$ cat src/rtl/lvds_link_pkg.sv
// Shared constants, state encodings and helpers for the multi-lane LVDS link aligner.
package lvds_link_pkg;

    localparam int unsigned SERIALIZATION = 10;
    localparam int unsigned CHANNELS      = 4;
    localparam int unsigned BUS_W         = SERIALIZATION * CHANNELS;

    localparam logic [SERIALIZATION-1:0] SYNC_PATTERN   = 10'h3F0;
    localparam logic [SERIALIZATION-1:0] MARKER_PATTERN = 10'h0FC;

    localparam int unsigned STABLE_CYCLES = 16;
    localparam int unsigned SLIP_WAIT     = 4;
    localparam int unsigned MAX_SLIPS     = 20;
    localparam int unsigned MAX_SKEW      = 3;
    localparam int unsigned DLY_W         = $clog2(MAX_SKEW + 1);

    localparam int unsigned STABLE_W = $clog2(STABLE_CYCLES + 1);
    localparam int unsigned SLIP_W   = $clog2(MAX_SLIPS + 1);
    localparam int unsigned WAIT_W   = $clog2(SLIP_WAIT + 1);

    localparam logic [2:0] G_IDLE   = 3'd0;
    localparam logic [2:0] G_ALIGN  = 3'd1;
    localparam logic [2:0] G_DESKEW = 3'd2;
    localparam logic [2:0] G_LOCKED = 3'd3;
    localparam logic [2:0] G_FAIL   = 3'd4;

    localparam logic [1:0] L_CHECK = 2'd0;
    localparam logic [1:0] L_SLIP  = 2'd1;
    localparam logic [1:0] L_WAIT  = 2'd2;

    function automatic logic [SERIALIZATION-1:0] lane_slice(input logic [BUS_W-1:0] bus,
                                                            input int unsigned lane);
        return bus[lane*SERIALIZATION +: SERIALIZATION];
    endfunction

    // Both idle and marker words are valid framing during word alignment.
    function automatic logic is_training_word(input logic [SERIALIZATION-1:0] word);
        return (word == SYNC_PATTERN) || (word == MARKER_PATTERN);
    endfunction

endpackage

$ cat src/rtl/lvds_lane_aligner.sv
// One lane: bitslip search with settle wait, stable-match lock, marker detect and delay line.
module lvds_lane_aligner
    import lvds_link_pkg::*;
(
    input  logic                     clk,
    input  logic                     rst_n,
    input  logic                     clear,
    input  logic                     run,
    input  logic [SERIALIZATION-1:0] word,
    input  logic [DLY_W-1:0]         delay,
    output logic                     slip,
    output logic                     locked,
    output logic                     fail_c,
    output logic                     marker_c,
    output logic [SERIALIZATION-1:0] data
);

    logic [1:0]               state, state_n;
    logic [STABLE_W-1:0]      stable_cnt, stable_n;
    logic [SLIP_W-1:0]        slip_cnt, slip_n;
    logic [WAIT_W-1:0]        wait_cnt, wait_n;
    logic                     locked_n;
    logic                     slip_n_pulse;
    logic [SERIALIZATION-1:0] pipe [MAX_SKEW];
    logic [SERIALIZATION-1:0] tap;

    assign fail_c   = (slip_cnt == SLIP_W'(MAX_SLIPS));
    assign marker_c = (word == MARKER_PATTERN);

    always_ff @(posedge clk) begin
        if (!rst_n) begin
            state      <= L_CHECK;
            stable_cnt <= '0;
            slip_cnt   <= '0;
            wait_cnt   <= '0;
            locked     <= 1'b0;
            slip       <= 1'b0;
        end else begin
            state      <= state_n;
            stable_cnt <= stable_n;
            slip_cnt   <= slip_n;
            wait_cnt   <= wait_n;
            locked     <= locked_n;
            slip       <= slip_n_pulse;
        end
    end

    // Lane state is frozen whenever the link is not in the alignment phase.
    always_comb begin
        state_n      = state;
        stable_n     = stable_cnt;
        slip_n       = slip_cnt;
        wait_n       = wait_cnt;
        locked_n     = locked;
        slip_n_pulse = 1'b0;
        if (clear) begin
            state_n  = L_CHECK;
            stable_n = '0;
            slip_n   = '0;
            wait_n   = '0;
            locked_n = 1'b0;
        end else if (run) begin
            case (state)
                L_CHECK: begin
                    if (is_training_word(word)) begin
                        if (!locked) begin
                            stable_n = stable_cnt + STABLE_W'(1);
                            if (stable_cnt == STABLE_W'(STABLE_CYCLES - 1)) begin
                                locked_n = 1'b1;
                            end
                        end
                    end else begin
                        stable_n     = '0;
                        locked_n     = 1'b0;
                        slip_n       = slip_cnt + SLIP_W'(1);
                        slip_n_pulse = 1'b1;
                        state_n      = L_SLIP;
                    end
                end
                L_SLIP: begin
                    wait_n  = '0;
                    state_n = L_WAIT;
                end
                L_WAIT: begin
                    if (wait_cnt == WAIT_W'(SLIP_WAIT - 1)) begin
                        state_n = L_CHECK;
                    end else begin
                        wait_n = wait_cnt + WAIT_W'(1);
                    end
                end
                default: state_n = L_CHECK;
            endcase
        end
    end

    // Tap 0 is the live word; tap k is the word k cycles old.
    always_comb begin
        tap = word;
        for (int unsigned k = 1; k <= MAX_SKEW; k++) begin
            if (delay == DLY_W'(k)) begin
                tap = pipe[k-1];
            end
        end
    end

    always_ff @(posedge clk) begin
        if (!rst_n) begin
            for (int unsigned k = 0; k < MAX_SKEW; k++) begin
                pipe[k] <= '0;
            end
            data <= '0;
        end else begin
            pipe[0] <= word;
            for (int unsigned k = 1; k < MAX_SKEW; k++) begin
                pipe[k] <= pipe[k-1];
            end
            data <= tap;
        end
    end

endmodule

$ cat src/rtl/lvds_link_aligner.sv
// Link trainer: per-lane word alignment, then marker-based inter-lane deskew, then ready.
module lvds_link_aligner
    import lvds_link_pkg::*;
(
    input  logic                        i_clk,
    input  logic                        i_rst,
    input  logic                        i_enable,
    input  logic [BUS_W-1:0]            i_data,
    output logic [CHANNELS-1:0]         o_slip_pulse,
    output logic [CHANNELS-1:0]         o_lane_locked,
    output logic [BUS_W-1:0]            o_data,
    output logic [DLY_W*CHANNELS-1:0]   o_delay,
    output logic                        o_ready,
    output logic                        o_error
);

    logic [2:0]                state, state_n;
    logic                      lane_clear, lane_run;
    logic [CHANNELS-1:0]       fail_c, marker_c;
    logic [CHANNELS-1:0]       rec, new_rec, hit;
    logic                      first_seen;
    logic [DLY_W-1:0]          elapsed;
    logic [DLY_W-1:0]          off [CHANNELS];
    logic [DLY_W-1:0]          off_now;
    logic                      all_rec, skew_fail;
    logic [DLY_W*CHANNELS-1:0] delay_new;

    assign lane_clear = (state == G_IDLE) || !i_enable;
    assign lane_run   = (state == G_ALIGN) && i_enable;

    for (genvar c = 0; c < CHANNELS; c++) begin : g_lane
        lvds_lane_aligner u_lane (
            .clk      (i_clk),
            .rst_n    (i_rst),
            .clear    (lane_clear),
            .run      (lane_run),
            .word     (lane_slice(i_data, c)),
            .delay    (o_delay[c*DLY_W +: DLY_W]),
            .slip     (o_slip_pulse[c]),
            .locked   (o_lane_locked[c]),
            .fail_c   (fail_c[c]),
            .marker_c (marker_c[c]),
            .data     (o_data[c*SERIALIZATION +: SERIALIZATION])
        );
    end

    // Offsets are measured from the first marker seen; the latest lane gets zero delay.
    always_comb begin
        hit       = marker_c & ~rec;
        new_rec   = rec | hit;
        off_now   = first_seen ? elapsed : '0;
        all_rec   = (state == G_DESKEW) && (&new_rec);
        skew_fail = (state == G_DESKEW) && first_seen &&
                    (elapsed == DLY_W'(MAX_SKEW)) && !(&new_rec);
        delay_new = '0;
        for (int unsigned c = 0; c < CHANNELS; c++) begin
            if (rec[c]) begin
                delay_new[c*DLY_W +: DLY_W] = off_now - off[c];
            end
        end
    end

    always_comb begin
        state_n = state;
        if (!i_enable) begin
            state_n = G_IDLE;
        end else begin
            case (state)
                G_IDLE:   state_n = G_ALIGN;
                G_ALIGN: begin
                    if (|fail_c) begin
                        state_n = G_FAIL;
                    end else if (&o_lane_locked) begin
                        state_n = G_DESKEW;
                    end
                end
                G_DESKEW: begin
                    if (skew_fail) begin
                        state_n = G_FAIL;
                    end else if (all_rec) begin
                        state_n = G_LOCKED;
                    end
                end
                G_LOCKED: state_n = G_LOCKED;
                G_FAIL:   state_n = G_FAIL;
                default:  state_n = G_IDLE;
            endcase
        end
    end

    always_ff @(posedge i_clk) begin
        if (!i_rst) begin
            state      <= G_IDLE;
            rec        <= '0;
            first_seen <= 1'b0;
            elapsed    <= '0;
            o_delay    <= '0;
            o_ready    <= 1'b0;
            o_error    <= 1'b0;
            for (int unsigned c = 0; c < CHANNELS; c++) begin
                off[c] <= '0;
            end
        end else begin
            state   <= state_n;
            o_ready <= (state_n == G_LOCKED);
            o_error <= (state_n == G_FAIL);
            if (lane_clear) begin
                rec        <= '0;
                first_seen <= 1'b0;
                elapsed    <= '0;
                o_delay    <= '0;
                for (int unsigned c = 0; c < CHANNELS; c++) begin
                    off[c] <= '0;
                end
            end else if (state == G_DESKEW) begin
                rec <= new_rec;
                for (int unsigned c = 0; c < CHANNELS; c++) begin
                    if (hit[c]) begin
                        off[c] <= off_now;
                    end
                end
                if (first_seen) begin
                    if (elapsed != DLY_W'(MAX_SKEW)) begin
                        elapsed <= elapsed + DLY_W'(1);
                    end
                end else if (|hit) begin
                    first_seen <= 1'b1;
                    elapsed    <= DLY_W'(1);
                end
                if (all_rec) begin
                    o_delay <= delay_new;
                end
            end
        end
    end

endmodule

$ cat config.mk
export PLATFORM = sky130hd
export DESIGN_NAME = lvds_link_aligner
export DESIGN_NICKNAME = d
export VERILOG_FILES = /design/src/rtl/lvds_link_pkg.sv /design/src/rtl/lvds_lane_aligner.sv /design/src/rtl/lvds_link_aligner.sv
export SDC_FILE = /design/constraint.sdc
export NUM_CORES = 1
export LEC_CHECK = 0
export ABC_AREA = 0
export ABC_CLOCK_PERIOD_IN_PS = 4200
export CORE_MARGIN = 3
export CORE_UTILIZATION = 42
export DETAILED_ROUTE_END_ITERATION = 12
export PLACE_DENSITY = 0.6
export SLEW_MARGIN = 25
export SYNTH_ARGS = -nofsm -noshare
export SYNTH_HDL_FRONTEND = slang
export SYNTH_SLANG_ARGS = --single-unit
$ cat constraint.sdc
create_clock -name i_clk -period 4.2 [get_ports i_clk]
set_clock_uncertainty 0.15 [all_clocks]
set_input_delay 0.63 -clock i_clk [delete_from_list [all_inputs] [get_ports i_clk]]
set_output_delay 0.63 -clock i_clk [all_outputs]
set_load 0.01 [all_outputs]
# After elaboration in Yosys (flattened, before gate mapping)
# Memory sizes are Yosys's and may differ from the RTL's.
# Index checks and enable logic that the tools add are counted.
word_totals:
  wordCells: 325
  reg_bits: 128
  input_bits: 43
  memories: 5
  output_inout_bits: 58
  mem_bits_rw: 128
mem_list:
  columns: ["name", "words", "width", "rd", "rd_clocked_by_memory_dff", "wr", "line_no", "source"]
  rows:
  - ["g_lane[0].u_lane.pipe", 3, 10, 3, 0, 3, "lvds_lane_aligner.sv:24", "logic [SERIALIZATION-1:0] pipe [MAX_SKEW];"]
  - ["g_lane[1].u_lane.pipe", 3, 10, 3, 0, 3, "lvds_lane_aligner.sv:24", null]
  - ["g_lane[2].u_lane.pipe", 3, 10, 3, 0, 3, "lvds_lane_aligner.sv:24", null]
  - ["g_lane[3].u_lane.pipe", 3, 10, 3, 0, 3, "lvds_lane_aligner.sv:24", null]
  - ["off", 4, 2, 4, 0, 4, "lvds_link_aligner.sv:23", "logic [DLY_W-1:0] off [CHANNELS];"]
classes:
  bitwise: 33
  eq_ne: 65
  addsub: 17
  mux: 117
  n_reduce_logical: 53
ops:
  columns: ["operator", "count"]
  rows:
  - ["two-way mux 10 bit", 24]
  - ["AND reduction 3 bit", 17]
  - ["two-way mux 2 bit", 24]
  - ["two-way mux 1 bit", 43]
  - ["adder 5 x 1 -> 5 bit, second input constant", 8]
  - ["equality test 10 bit, second input constant", 4]
  - ["equality test 10 x 8 -> 1 bit, second input constant", 4]
  - ["two-way mux 5 bit", 8]
  - ["two-way mux 3 bit", 9]
  - ["equality test 2 bit, second input constant", 13]
  - ["inequality test 2 bit, second input constant", 13]
  - ["case mux 2 bit (3 select lines)", 4]
  - ["case mux 3 bit (2 select lines)", 4]
  - ["OR reduction 4 bit", 6]
  - ["equality test 3 x 2 -> 1 bit, second input constant", 7]
  - ["equality test 5 x 4 -> 1 bit, second input constant", 4]
  - ["equality test 5 bit, second input constant", 4]
  - ["bitwise OR 1 bit", 20]
  - ["equality test 2 x 1 -> 1 bit, second input constant", 8]
  - ["case mux 3 bit (5 select lines)", 1]
  - ["adder 3 x 1 -> 3 bit, second input constant", 4]
  - ["inequality test 2 x 1 -> 1 bit, second input constant", 5]
  - ["NOT 1 bit", 10]
  - ["AND reduction 2 bit", 5]
  - ["other kinds (15)", 36]

# Longest topological paths before layout
# Gate-level depths: netlist of the first run.
logic_depth:
  word_depth: 10
  depth_mapped: 7
  depth_no_buf: 7

# Modules after synthesis
# A second synthesis of the first run with hierarchy kept.
unflattened:
  cells_unflattened: 949
  area_unflattened_um2: 10216.0
modules_own_cells:
  columns: ["mod", "area_each_um2", "instances", "cells_each", "seq_area_each_um2"]
  rows:
  - ["lvds_lane_aligner", 2222.1, 4, 201, 1141.1]
  - ["lvds_link_aligner", 1327.5, 1, 145, 620.6]

# Worst setup path after synthesis of the first run
# Ideal clock, no wire load.
synth_path:
  path_type: "in2reg"
  startpoint: "input port i_data[19]"
  endpoint: "register o_error"
  path_buffers: 0
  setup_slack_ps: 2045
  setup_time_ps: 120
  stages: 5
  t_arrival_ps: 1885
  t_required_ps: 3930
  cell_sequence: "and4bb_1 -> nand3_2 -> a2111oi_4 -> nor4b_1 -> o31a_1"
synth_between:
  elab_chain_cells: 10
  word_cells_on_any_way: 12
  classes_between: "2 x eq/ne; 4 x mux; 2 x bitwise; 4 x reduce/logical"
synth_lines:
  columns: ["item", "line_no", "source"]
  rows:
  - ["start: declaration", "lvds_link_aligner.sv:8", "input logic [BUS_W-1:0] i_data,"]
  - ["equality test 10 x 8 -> 1 bit (*)", "lvds_lane_aligner.sv:28", "assign marker_c = (word == MARKER_PATTERN);"]
  - ["bitwise AND 4 bit (*)", "lvds_link_aligner.sv:49", "hit = marker_c & ~rec;"]
  - ["bitwise OR 4 bit (*)", "lvds_link_aligner.sv:50", "new_rec = rec | hit;"]
  - ["AND reduction 4 bit (*)", "lvds_link_aligner.sv:52, lvds_link_aligner.sv:54", null]
  - ["logical AND 1 bit / logical NOT 1 bit (equally long branches)", "lvds_link_aligner.sv:52, lvds_link_aligner.sv:54", null]
  - ["two-way mux 3 bit / logical AND 1 bit (equally long branches)", "lvds_link_aligner.sv:80, lvds_link_aligner.sv:54", null]
  - ["two-way mux 3 bit (*)", "lvds_link_aligner.sv:78", "if (skew_fail) begin"]
  - ["case mux 3 bit (5 select lines) (*)", "lvds_link_aligner.sv:68", "case (state)"]
  - ["two-way mux 3 bit (*)", "lvds_link_aligner.sv:65", "if (!i_enable) begin"]
  - ["equality test 3 bit (*)", "lvds_link_aligner.sv:106", "o_error <= (state_n == G_FAIL);"]
  - ["end signal: assignment", "lvds_link_aligner.sv:106", null]
  - ["end: declaration", "lvds_link_aligner.sv:14", "output logic o_error"]
# Mark *: on every way between the ends. The rest lies on a longest branch, timed or not.
# A chain may end at the register's enable or synchronous reset.

# Worst setup path after layout of the first run
layout_path:
  startpoint: "register o_delay[3]"
  endpoint: "output port o_delay[3]"
layout_lines:
  columns: ["item", "line_no", "source"]
  rows:
  - ["start: declaration", "lvds_link_aligner.sv:12", "output logic [DLY_W*CHANNELS-1:0] o_delay,"]
  - ["start signal: assignment", "lvds_link_aligner.sv:131", "o_delay <= delay_new;"]
# No word-level cell between the ends.

==> qor.json, run 1 <==
{
  "worstPathArrival_ns": 2.03,
  "ys_types": 61,
  "cp.buffers_inverters": 1,
  "top_level_ports": 101,
  "yosys-top-cells-count": "250 x dfxtp_1, 165 x and2_1, 86 x nor2_1, 46 x nand2_1, 40 x mux4_2",
  "synth-seq-cells": 256,
  "cts.sink_count": 256,
  "timing.final.crit_share_pct": 66.9,
  "finalNetCount": 1105,
  "slew_violations": 0,
  "synth-warning-count": 0,
  "antenna_viol_nets_final": 0,
  "rsz0062_at_grt": "no",
  "cts.root.buffer_cell": "clkbuf_16",
  "die_area_um2": 26200,
  "hold_buffers": 0,
  "synth_area_um2": 10200,
  "number_of_enable_type_register_cells_in_the_synthesized_netlist": 6,
  "slew_headroom_pct": 36.6,
  "power_switching_mw": 1.10,
  "synth_most_common_cell": "dfxtp_1",
  "detail_route.vias_per_cell": 4.92,
  "sequential_cell_area_um2": 5180,
  "first_iter_violations": 345,
  "clkPwrFrac_pct": 46.6,
  "postLayoutCoreUtil_pct": 52.2,
  "htreeDepth": 1,
  "firstDrtPassIters": 4,
  "overflow": 0,
  "gp_congestion": 0.744,
  "detail_route.wl_per_cell_um": 14.3,
  "postCtsSetupRepairBufs": 0,
  "criticalPathCategory": "reg -> out",
  "antenna_found_initial": 0,
  "combinationalPowerShare_pct": 4.7,
  "wire_length_of_the_first_global_routing_pass_um": 32900,
  "crit_path_top_delay_cell": "dfxtp_1",
  "required_ns": 3.42,
  "hold_ws_ns": 0.296,
  "grt_start_max_net_pins": 123,
  "layout_fillers": 2152,
  "pwr_density_cell_nw_per_um2": 420,
  "cts_tree": "done",
  "intPower_mw": 4.09,
  "placementRows": 56,
  "synth_to_layout_area_growth_pct": 21.2,
  "peakVddDrop_mv": 0.242,
  "critical_path.startpoint_type": "register",
  "worst-slew-pin-transition_ns": 0.949,
  "vias": 6756,
  "placeableCoreArea_um2": 23700,
  "post_cts.resized_instances": 0,
  "crit_chain": "clkdlybuf4s50_1",
  "drive_gt1_share_pct": 11.8,
  "worstPathMaxFanout": 12,
  "dp.final_hpwl_um": 13000,
  "timing.max_cap.violations": 0,
  "yosysSeqAreaShare_pct": 50.8,
  "mappedNetlistNets": 1018,
  "drt-total-wl_um": 19700,
  "fp.dieW_um": 162,
  "io_buffer_count": 100,
  "insertedDiodeCount": 0,
  "drcViolationCount": 0,
  "final-hold-violation-count": 0,
  "multi_input_area_um2": 4680,
  "worstSkewPairLatency_ns": 0.52,
  "end_kind": "output port",
  "cpPeakStageDelay_ns": 0.80,
  "cts_max_path_buffers": 3,
  "min-delay-path-class": "reg -> reg",
  "max_freq_ghz": 0.356,
  "cpLargestDelayFamily": "flip-flops",
  "setup_total_negative_slack_ns": 0,
  "synth_top_flop_cell": "dfxtp_1",
  "synthesis.area_per_instance_um2": 10.8,
  "synth_top_area_cell": "dfxtp_1",
  "die_height_um": 162,
  "synth-async-reset-ratio_pct": 0,
  "post_synth_main_area_contributors": "dfxtp_1 49%, and2_1 10%, mux4_2 8.8%",
  "post-synth-top-area-fraction_pct": 49.0,
  "initial_core_util_pct": 43.1,
  "gate_count_after_technology_mapping": 946,
  "final-setup-viol-count": 0,
  "number_of_global_route_vias_before_repair": 6552,
  "switching_share_pct": 21.2,
  "cts-buffers-inserted": 28,
  "clk_transition_reported_paths_ns": 0.06,
  "period_minus_slack_ns": 2.81,
  "run_status": "finished, final reports clean",
  "power_leakage_nw": 4.58,
  "totalPowerFinal_mw": 5.20,
  "power_frac_seq_pct": 48.7,
  "tot_gr_track_use_pct": 14.9
}
## power groups by stage
stage | registers, mW | logic (mW) | clock network, mW
after floorplan | 2.59 | 0.120 | 0
after global placement | 2.59 | 0.243 | 0
after detailed placement | 2.59 | 0.245 | 0
after CTS | 2.53 | 0.247 | 2.49
after global routing | 2.54 | 0.267 | 2.60
final | 2.53 | 0.243 | 2.42
## flip-flops by register name, indices dropped and copies added (netlist names), 3 cells and up
| signal | count |
|---|---|
| g_lane.u_lane.stable_cnt | 20 |
| off | 8 |
| g_lane.u_lane.wait_cnt | 12 |
| g_lane.u_lane.data | 40 |
| g_lane.u_lane.state | 8 |
| g_lane.u_lane.locked | 4 |
| g_lane.u_lane.pipe | 120 |
| state | 3 |
| g_lane.u_lane.slip_cnt | 20 |
| g_lane.u_lane.slip | 4 |
| rec | 4 |
| o_delay | 8 |
## per-stage QoR
step	setup WS [ns]	instances	instance area [µm²]
after CTS	1.33	1374	12400
after global placement	1.40	1322	11400
after detailed placement	1.35	1322	11400
after global routing	1.24	1374	12400
final	1.39	1374	12400
after floorplan	2.04	946	10200
## logic make-up after synthesis
group	count (synthesis)	share of synthesized area [%]
adder cells (fa/ha/maj)	29	3.56
buffers and inverters	82	3.45
flip-flops	256	50.8
AO/OA/AOI/OAI	99	6.57
AND/OR/NAND/NOR	397	22.8
XOR/XNOR	24	2.06
multiplexers	59	10.7
## cell type report
cell class | count | share of cell area [%]
clock inverters | 15 | 0.870
repair buffers | 108 | 8.56
clock buffers | 37 | 6.69
inverters | 31 | 0.940
well taps | 319 | 3.23
multi-input cells | 608 | 37.8
flip-flops and latches | 256 | 41.9
## cells in the final DEF, fill, tap and decap left out, types with 18 or more instances in the layout
master	instances
and2_1	165
nand2_1	46
mux2i_1	18
clkbuf_16	31
dfxtp_1	250
inv_1	31
clkdlybuf4s50_1	99
mux4_2	40
ha_1	29
a21oi_1	35
o21ai_0	22
nor2_1	86
## final timing paths
check                           slack [ns]                           end  depth (start not counted)                        start
worst max-delay path                  1.39                    o_delay[3]                          1                   o_delay[3]
worst min-delay path                  0.30  g_lane[1].u_lane.pipe[0][13]                          1  g_lane[1].u_lane.pipe[0][3]
worst max register to register        1.84  g_lane[3].u_lane.slip_cnt[4]                          4                     state[2]
worst min register to register        0.30  g_lane[1].u_lane.pipe[0][13]                          1  g_lane[1].u_lane.pipe[0][3]
## metal layers
layer	wire length (µm)	vias up	share of wire [%]	GRT usage (%)
li1	-	3446	-	-
met1	9640	3186	49	20.9
met2	8930	97	45	23.9
met3	802	27	4.1	2.81
met4	284	0	1.4	3.49
met5	0	-	0	0
No activity file was read; power rests on OpenSTA's default activity.
==> inputs of run 2 (changes only) <==
--- a/config.mk
+++ b/config.mk
@@ -6,11 +6,11 @@
 export NUM_CORES = 1
 export LEC_CHECK = 0
 export ABC_AREA = 0
-export ABC_CLOCK_PERIOD_IN_PS = 4200
+export ABC_CLOCK_PERIOD_IN_PS = 2400
 export CORE_MARGIN = 3
 export CORE_UTILIZATION = 42
 export DETAILED_ROUTE_END_ITERATION = 12
-export PLACE_DENSITY = 0.6
+export PLACE_DENSITY = 0.62
 export SLEW_MARGIN = 25
 export SYNTH_ARGS = -nofsm -noshare
 export SYNTH_HDL_FRONTEND = slang
==> constraint.sdc (replaced) <==
create_clock -name i_clk -period 2.4 [get_ports i_clk]
set_clock_uncertainty 0.15 [all_clocks]
set_input_delay 0.36 -clock i_clk [delete_from_list [all_inputs] [get_ports i_clk]]
set_output_delay 0.36 -clock i_clk [all_outputs]
set_load 0.01 [all_outputs]
==> qor.json, run 2 (same netlist as run 1, synthesis figures left out) <==
{
  "power_leakage_nw": 4.97,
  "insertedDiodeCount": 0,
  "crit_start": "o_delay[5]",
  "die_height_um": 162,
  "drive_gt1_share_pct": 17.1,
  "power_frac_seq_pct": 46.6,
  "synth_to_layout_area_growth_pct": 27.3,
  "depth_of_the_worst_register_to_register_path": 6,
  "worst_slack_after_detailed_placement_ns": -0.111,
  "min-delay-path-class": "in -> reg",
  "overflow": 0,
  "hold_ws_ns": 0.0645,
  "clkPwrFrac_pct": 48.3,
  "layout.cells.most_common": "dfxtp_1",
  "critical_path.startpoint_type": "register",
  "worstSkewPairLatency_ns": 0.53,
  "postCtsSetupRepairBufs": 0,
  "timing.max_cap.violations": 0,
  "cp.buffers_inverters": 1,
  "top_register": "g_lane.u_lane.pipe",
  "post_cts.resized_instances": 0,
  "period_minus_slack_ns": 2.28,
  "cts-buffers-inserted": 28,
  "drcViolationCount": 0,
  "clk_transition_reported_paths_ns": 0.06,
  "gp_congestion": 0.777,
  "final-hold-violation-count": 0,
  "htreeDepth": 1,
  "worst-slew-pin-transition_ns": 0.579,
  "firstDrtPassIters": 5,
  "worstPathMaxFanout": 9,
  "tot_gr_track_use_pct": 15.4,
  "worst-path-stages": 1,
  "multi_input_area_um2": 4680,
  "first_iter_violations": 403,
  "io_buffer_count": 100,
  "pwr_density_cell_nw_per_um2": 731,
  "hold_buffers": 0,
  "drt-total-wl_um": 20000,
  "reg_top3": "g_lane.u_lane.pipe x120, g_lane.u_lane.data x40",
  "cpPeakStageDelay_ns": 0.63,
  "required_ns": 1.89,
  "intPower_mw": 7.59,
  "fp.dieW_um": 162,
  "slew_headroom_pct": 61.3,
  "slew_violations": 0,
  "placeableCoreArea_um2": 23700,
  "finalNetCount": 1172,
  "min-delay-start": "i_rst",
  "number_of_global_route_vias_before_repair": 6945,
  "die_area_um2": 26200,
  "max_ffs_per_register": 120,
  "postLayoutSetupSlackWorst_ns": 0.120,
  "initial_core_util_pct": 43.1,
  "max_freq_ghz": 0.439,
  "crit_chain": "clkdlybuf4s50_1",
  "cts.root.buffer_cell": "clkbuf_16",
  "power_switching_mw": 1.91,
  "wire_length_of_the_first_global_routing_pass_um": 34000,
  "detail_route.vias_per_cell": 4.85,
  "sequential_cell_area_um2": 5180,
  "cts_max_path_buffers": 3,
  "totalPowerFinal_mw": 9.50,
  "dp.final_hpwl_um": 13700,
  "grt_start_max_net_pins": 166,
  "antenna_viol_nets_final": 0,
  "top_level_ports": 101,
  "placementRows": 56,
  "layout_fillers": 2089,
  "antenna_found_initial": 0,
  "crit_path_top_delay_cell": "clkdlybuf4s50_1",
  "worstPathArrival_ns": 1.77,
  "cpLargestDelayFamily": "buffers and inverters",
  "cts.sink_count": 256,
  "final-setup-viol-count": 0,
  "peakVddDrop_mv": 0.488,
  "setup_total_negative_slack_ns": 0,
  "rsz0062_at_grt": "no",
  "run_status": "finished, final reports clean",
  "worstHoldPathCells": 3,
  "end_kind": "output port",
  "vias": 6986,
  "detail_route.wl_per_cell_um": 13.9,
  "criticalPathCategory": "reg -> out",
  "most-common-layout-cells": "250 x dfxtp_1, 165 x and2_1, 99 x clkdlybuf4s50_1",
  "cts_tree": "done",
  "combinationalPowerShare_pct": 5.1,
  "timing.final.crit_share_pct": 95.0,
  "rr_startpoint": "state[0]",
  "switching_share_pct": 20.1
}
run 2: path summary, 6_finish.rpt:
path                                  end  slack (ns)
min reg2reg  g_lane[1].u_lane.pipe[0][14]        0.30
max reg2reg  g_lane[3].u_lane.wait_cnt[2]        0.26
min                                rec[2]        0.06
max                            o_delay[5]        0.12
run 2: per-stage QoR:
| step | std cells | utilization, % | area, µm² |
|---|---|---|---|
| global route | 1440 | 54.9 | 13000 |
| CTS | 1440 | 54.9 | 13000 |
| global placement | 1389 | 50.5 | 12000 |
| floorplan | 946 | - | 10200 |
| detailed placement | 1389 | 50.5 | 12000 |
| finish | 1440 | 54.9 | 13000 |
run 2: layout make-up:
class                   count  share of cell area [%]
clock inverters            10                    1.28
multi-input cells         608                    36.0
well taps                 319                    3.07
inverters                  31                   0.896
repair buffers            175                    12.2
flip-flops and latches    256                    39.9
clock buffers              41                    6.63
run 2: power groups by stage:
stage               Clock [mW]  Sequential [mW]  Combinational, mW
finish                    4.59             4.43              0.484
global route              4.90             4.44              0.531
CTS                       4.73             4.43              0.492
detailed placement           0             4.52              0.489
global placement             0             4.52              0.482
floorplan                    0             4.53              0.211
run 2: metal layers:
layer	up-vias	track usage (%)	share of wire (%)
li1	3577	-	-
met1	3285	21.9	49
met2	97	24.5	44
met3	27	2.83	4.6
met4	0	3.57	1.8
met5	-	0	0
run 2: worst register-to-register path: stages, from the launching register on:
cell and delay (ns):
dfxtp_1 0.50, buf_4 0.23, nor4bb_1 0.44, buf_4 0.25
o21ai_0 0.17, a22oi_1 0.22, nor2_1 0.05
==> variant 1: new RTL, flow settings as in run 2 <==
Set the package constant `CHANNELS` to 8 (it was 4).
--- a/src/rtl/lvds_link_pkg.sv
+++ b/src/rtl/lvds_link_pkg.sv
@@ -2,7 +2,7 @@
 package lvds_link_pkg;
 
     localparam int unsigned SERIALIZATION = 10;
-    localparam int unsigned CHANNELS      = 4;
+    localparam int unsigned CHANNELS      = 8;
     localparam int unsigned BUS_W         = SERIALIZATION * CHANNELS;
 
     localparam logic [SERIALIZATION-1:0] SYNC_PATTERN   = 10'h3F0;
Ports: changed (5 resized); port bits go from 101 to 197. No check against the original RTL was run, so the function may have changed too.
==> variant 1 against run 2 <==
  * Count of clock-buffer cells in the layout rose by 28
  * Area after synthesis up 93%
  * Die area grew 89%
  * Wire length rose by 120%
  * Sequential cell count increased by 248
  * Critical endpoint is now o_delay[4]
  * Combinational power up 100%
  * Via count grew 97%
  * Hold slack better by 0.042 ns
  * Largest cell class unchanged
  * Final area is 93% higher
  * Setup slack got worse by 0.027 ns
  * Total power up 87%
==> variant 1: results (changes against run 2) <==
wirelength, routed=43000 um (was 20000 um); post-layout net count=2292 (was 1172); Routed met3 length=1750 um (was 913 um); standard cell with the maximum stage delay on the critical path=sky130_fd_sc_hd__or4_4 (was sky130_fd_sc_hd__clkdlybuf4s50_1); overall track demand over capacity in global routing=17.2% (was 15.4%); count of flip-flops with a built-in enable after synthesis=14 (was 6); compound-cell area share of the yosys netlist=5.07% (was 6.57%); Gate Count Post-Synth=1820 (was 946); Worst R2R Setup Slack=0.21 ns (was 0.26 ns); Placement Cell Area=23400 sq um (was 12000 sq um); CTS H-tree depth=2 (was 1); leading cell types by total area after synthesis=sky130_fd_sc_hd__dfxtp_1 50%, sky130_fd_sc_hd__and2_1 10%, sky130_fd_sc_hd__mux4_2 9.0% (was sky130_fd_sc_hd__dfxtp_1 49%, sky130_fd_sc_hd__and2_1 10%, sky130_fd_sc_hd__mux4_2 8.8%); first-pass GRT wire length=71000 um (was 34000 um); leading registers by flop count=g_lane.u_lane.pipe (240), g_lane.u_lane.data (80) (was g_lane.u_lane.pipe (120), g_lane.u_lane.data (40)); share of layout cells above drive strength 1=17.1% (about the same); LEAKAGE=0.00946 uW (was 0.00497 uW); arithmetic-cell share of the synthesized area counting full adders, half adders and majority gates=3.62% (was 3.56%); DPL Wire Length=30600 um (was 13700 um); Critical Path AT=2.66 ns (was 1.77 ns); maximum number of pins on one net before global-route repair=229 (was 166); proportion of synthesized area in mux cells=10.5% (was 10.7%); met1 layer wirelength in the final routing=19900 um (was 9850 um); number of port buffers=196 (was 100); count of filler cells inserted in the layout=3996 (was 2089); last weighted congestion value of the routability-driven placer=0.774 (was 0.777); most numerous cell types in the synthesized netlist=490 x sky130_fd_sc_hd__dfxtp_1, 325 x sky130_fd_sc_hd__and2_1, 121 x sky130_fd_sc_hd__nor2_1 (was 250 x sky130_fd_sc_hd__dfxtp_1, 165 x sky130_fd_sc_hd__and2_1, 86 x sky130_fd_sc_hd__nor2_1); net switching power of the design=3800 uW (was 1910 uW); via count of the first global-routing pass=14000 (was 6945); TritonCTS Buffers=51 (was 28); outcome=finished clean (unchanged); mean number of vias per cell=4.92 (was 4.85); fraction of the yosys area taken by sequential cells=52.0% (was 50.8%); routed length on met2=20200 um (was 8840 um); violation count after the first detailed-route iteration=665 (was 403)
==> variant 1: logic make-up after synthesis <==
group	Yosys count
AOI/OAI and AO/OA	167
xor gates and xnor gates	48
adders and majority gates	57
buffers and inverters	167
DFF	504
muxes	106
and+or+nand+nor	771
==> variant 1: final timing paths <==
path	startpoint	to	cells past startpoint
worst max-delay path	i_data[71]	o_delay[4]	9
worst min-delay path	i_rst	state[2]	4
worst max register to register	state[0]	g_lane[4].u_lane.stable_cnt[2]	7
worst min register to register	g_lane[3].u_lane.pipe[0][8]	g_lane[3].u_lane.pipe[0][18]	1
==> variant 1: power groups by stage <==
stage | logic, uW | registers [uW] | clock network, uW
finish | 971 | 8740 | 8070
global route | 1060 | 8760 | 8650
CTS | 983 | 8740 | 8300
detailed placement | 973 | 8920 | 0
global placement | 963 | 8910 | 0
floorplan | 401 | 8930 | 0
==> variant 1: timing repair <==
item,4_1_cts,5_1_grt
setup buffers,0,0
gates resized for setup,0,4
hold buffers,0,0
setup endpoints to repair,0,11
==> variant 1: tightest hold or removal path: stages <==
cell                      delay (ns)
sky130_fd_sc_hd__buf_6          0.11
sky130_fd_sc_hd__nand2_1        0.11
sky130_fd_sc_hd__buf_4          0.15
sky130_fd_sc_hd__a21oi_1        0.04
==> variant 1: final cells by class <==
cell class              instances  area, sq um  area share [%]
multi-input cells            1149         8660            34.5
clock buffers                  69         1440            5.72
well taps                     600          751            2.99
inverters                      61          229           0.913
repair buffers                385         3490            13.9
clock inverters                27          278            1.11
flip-flops and latches        504        10200            40.8
==> variant 1: metrics by stage <==
stage | power (uW) | setup slack (ns)
floorplan | 9330 | 0.184
global placement | 9870 | -0.486
detailed placement | 9890 | -0.556
CTS | 18000 | 0.00355
global route | 18500 | 0.00550
finish | 17800 | 0.0930
==> variant 1: metal layers <==
layer	vias up	GRT usage (%)
li1	6890	-
met1	6577	22.7
met2	222	28.9
met3	70	3.32
met4	0	5.05
met5	-	0
==> variant 2: new RTL, config.mk and constraints of run 2 <==
Made on the original files. Reset style: asynchronous (`i_rst` and `rst_n`), changed in 3 clocked blocks.
--- a/src/rtl/lvds_lane_aligner.sv
+++ b/src/rtl/lvds_lane_aligner.sv
@@ -27,7 +27,7 @@
     assign fail_c   = (slip_cnt == SLIP_W'(MAX_SLIPS));
     assign marker_c = (word == MARKER_PATTERN);
 
-    always_ff @(posedge clk) begin
+    always_ff @(posedge clk or negedge rst_n) begin
         if (!rst_n) begin
             state      <= L_CHECK;
             stable_cnt <= '0;
@@ -103,7 +103,7 @@
         end
     end
 
-    always_ff @(posedge clk) begin
+    always_ff @(posedge clk or negedge rst_n) begin
         if (!rst_n) begin
             for (int unsigned k = 0; k < MAX_SKEW; k++) begin
                 pipe[k] <= '0;
--- a/src/rtl/lvds_link_aligner.sv
+++ b/src/rtl/lvds_link_aligner.sv
@@ -88,7 +88,7 @@
         end
     end
 
-    always_ff @(posedge i_clk) begin
+    always_ff @(posedge i_clk or negedge i_rst) begin
         if (!i_rst) begin
             state      <= G_IDLE;
             rec        <= '0;
Function: differs if i_rst is asserted again (counterexample within 4 cycles, from zero or initial values and one cycle with i_rst low); with i_rst held inactive, the same outputs for 4 cycles.
==> variant 2 against run 2 <==
  * Area after synthesis up 1.5%
  * Wire length up 7.9%
  * Sequential share of layout area up 8.0 points
  * Combinational power up 19%
  * Setup slack better by 0.061 ns
  * Sequential power up 3%
  * Register-to-register slack worse by 0.03 ns
  * Total power down 0.22%
  * Fmax up 2.7%
  * Final area up 2.8%
  * Non-clock buffer count up 26
  * Sequential cell count unchanged
  * Largest cell class unchanged
  * Largest power group is now sequential cells
==> variant 2: results (changes against run 2) <==
leading cell types by total area after synthesis=sky130_fd_sc_hd__dfrtp_1 62%, sky130_fd_sc_hd__mux4_2 8.7%, sky130_fd_sc_hd__ha_1 3.9% (was sky130_fd_sc_hd__dfxtp_1 49%, sky130_fd_sc_hd__and2_1 10%, sky130_fd_sc_hd__mux4_2 8.8%); total of hold buffers inserted after clock tree synthesis=1 (was 0); global routing met3 resource utilization=2.87% (was 2.83%); arithmetic-cell share of the synthesized area counting full adders, half adders and majority gates=3.86% (was 3.56%); Slew Limit Headroom=59.4% (was 61.3%); library cells used by synthesis=62 (was 61); routed length on met2=10400 um (was 8840 um); LEAKAGE=0.00574 uW (was 0.00497 uW); most numerous cell types in the synthesized netlist=256 x sky130_fd_sc_hd__dfrtp_1, 53 x sky130_fd_sc_hd__nor2_1, 40 x sky130_fd_sc_hd__mux4_2 (was 250 x sky130_fd_sc_hd__dfxtp_1, 165 x sky130_fd_sc_hd__and2_1, 86 x sky130_fd_sc_hd__nor2_1); post-layout net count=1030 (was 1172); end of the critical path=o_delay[6] (was o_delay[5]); Post-Place Worst Slack=-0.226 ns (was -0.111 ns); met1 layer wirelength in the final routing=9900 um (was 9850 um); via count of the first global-routing pass=6891 (was 6945); Placement Cell Area=12400 sq um (was 12000 sq um); xor/xnor cell area share of the yosys netlist=1.94% (was 2.06%); last weighted congestion value of the routability-driven placer=0.763 (was 0.777); maximum number of pins on one net before global-route repair=78 (was 166); Routed met3 length=1000 um (was 913 um); capture point of the worst reg-to-reg path=g_lane[3].u_lane.stable_cnt[1] (was g_lane[3].u_lane.wait_cnt[2]); TritonCTS Buffers=27 (was 28); internal power component=7500 uW (was 7590 uW); count of filler cells inserted in the layout=1956 (was 2089); fraction of the yosys area taken by sequential cells=61.8% (was 50.8%); launch instance of the worst register-to-register path=state[1] (was state[0]); worst hold path stage count=1 (was 3); Critical Path AT=1.71 ns (was 1.77 ns); Period minus WS final=2.22 ns (was 2.28 ns); DPL Wire Length=15000 um (was 13700 um); maximum fanout encountered on the critical timing path=6 (was 9); GRT met2 Usage=28.3% (was 24.5%); met1 track utilization from global routing=24.2% (was 21.9%); overall track demand over capacity in global routing=17.1% (was 15.4%); violation count after the first detailed-route iteration=363 (was 403); outcome=finished clean (unchanged); wirelength, routed=21500 um (was 20000 um); share of layout cells above drive strength 1=21.5% (was 17.1%); proportion of synthesized area in mux cells=10.5% (was 10.7%); hold worst-path end=g_lane[3].u_lane.pipe[20] (was rec[2]); origin of the worst setup path=o_delay[6] (was o_delay[5]); Mapped Nets=838 (was 1018); first-pass GRT wire length=36600 um (was 34000 um); start point of the worst min-delay path=i_data[30] (was i_rst); Detailed Routing Iterations Pass 1=4 (was 5)
[variant 2: changes by cell type after synthesis, moves of 10 or more]
cell,before,now
sky130_fd_sc_hd__dfrtp_1,0,256
sky130_fd_sc_hd__dfxtp_1,250,0
sky130_fd_sc_hd__and2_1,165,10
sky130_fd_sc_hd__nor2_1,86,53
sky130_fd_sc_hd__clkbuf_1,34,18
sky130_fd_sc_hd__o21ai_0,22,34
sky130_fd_sc_hd__a22oi_1,13,3
sky130_fd_sc_hd__nand2_1,46,36
sky130_fd_sc_hd__nor3_1,1,11
[variant 2: power groups by stage]
| stage | registers (uW) | logic, uW | clock network, uW |
|---|---|---|---|
| CTS | 4550 | 589 | 4490 |
| global route | 4570 | 637 | 4700 |
| finish | 4550 | 575 | 4350 |
| global placement | 4620 | 577 | 0 |
| detailed placement | 4630 | 583 | 0 |
| floorplan | 4620 | 181 | 0 |
[variant 2: through the flow]
stage	instances	util [%]	hold WS [ns]
after global placement	1244	52.0	0.201
after global routing	1292	56.1	0.180
after CTS	1292	56.1	0.164
after floorplan	763	-	-0.0856
after detailed placement	1244	52.0	0.208
final	1292	56.1	0.183
[variant 2: area by class of cell]
| cell class | count | share of cell area (%) |
|---|---|---|
| multi-input combinational | 437 | 27.4 |
| tap | 319 | 2.99 |
| clock inverter | 9 | 1.14 |
| timing repair buffer | 201 | 13.7 |
| inverter | 32 | 0.899 |
| clock buffer | 38 | 5.96 |
| sequential | 256 | 47.9 |
[variant 2: kinds of logic after synthesis]
| family | Yosys count |
|---|---|
| simple gates | 206 |
| compound gates | 118 |
| mux | 58 |
| flops | 256 |
| fa+ha+maj | 32 |
| xor+xnor | 23 |
| buf+inv | 70 |
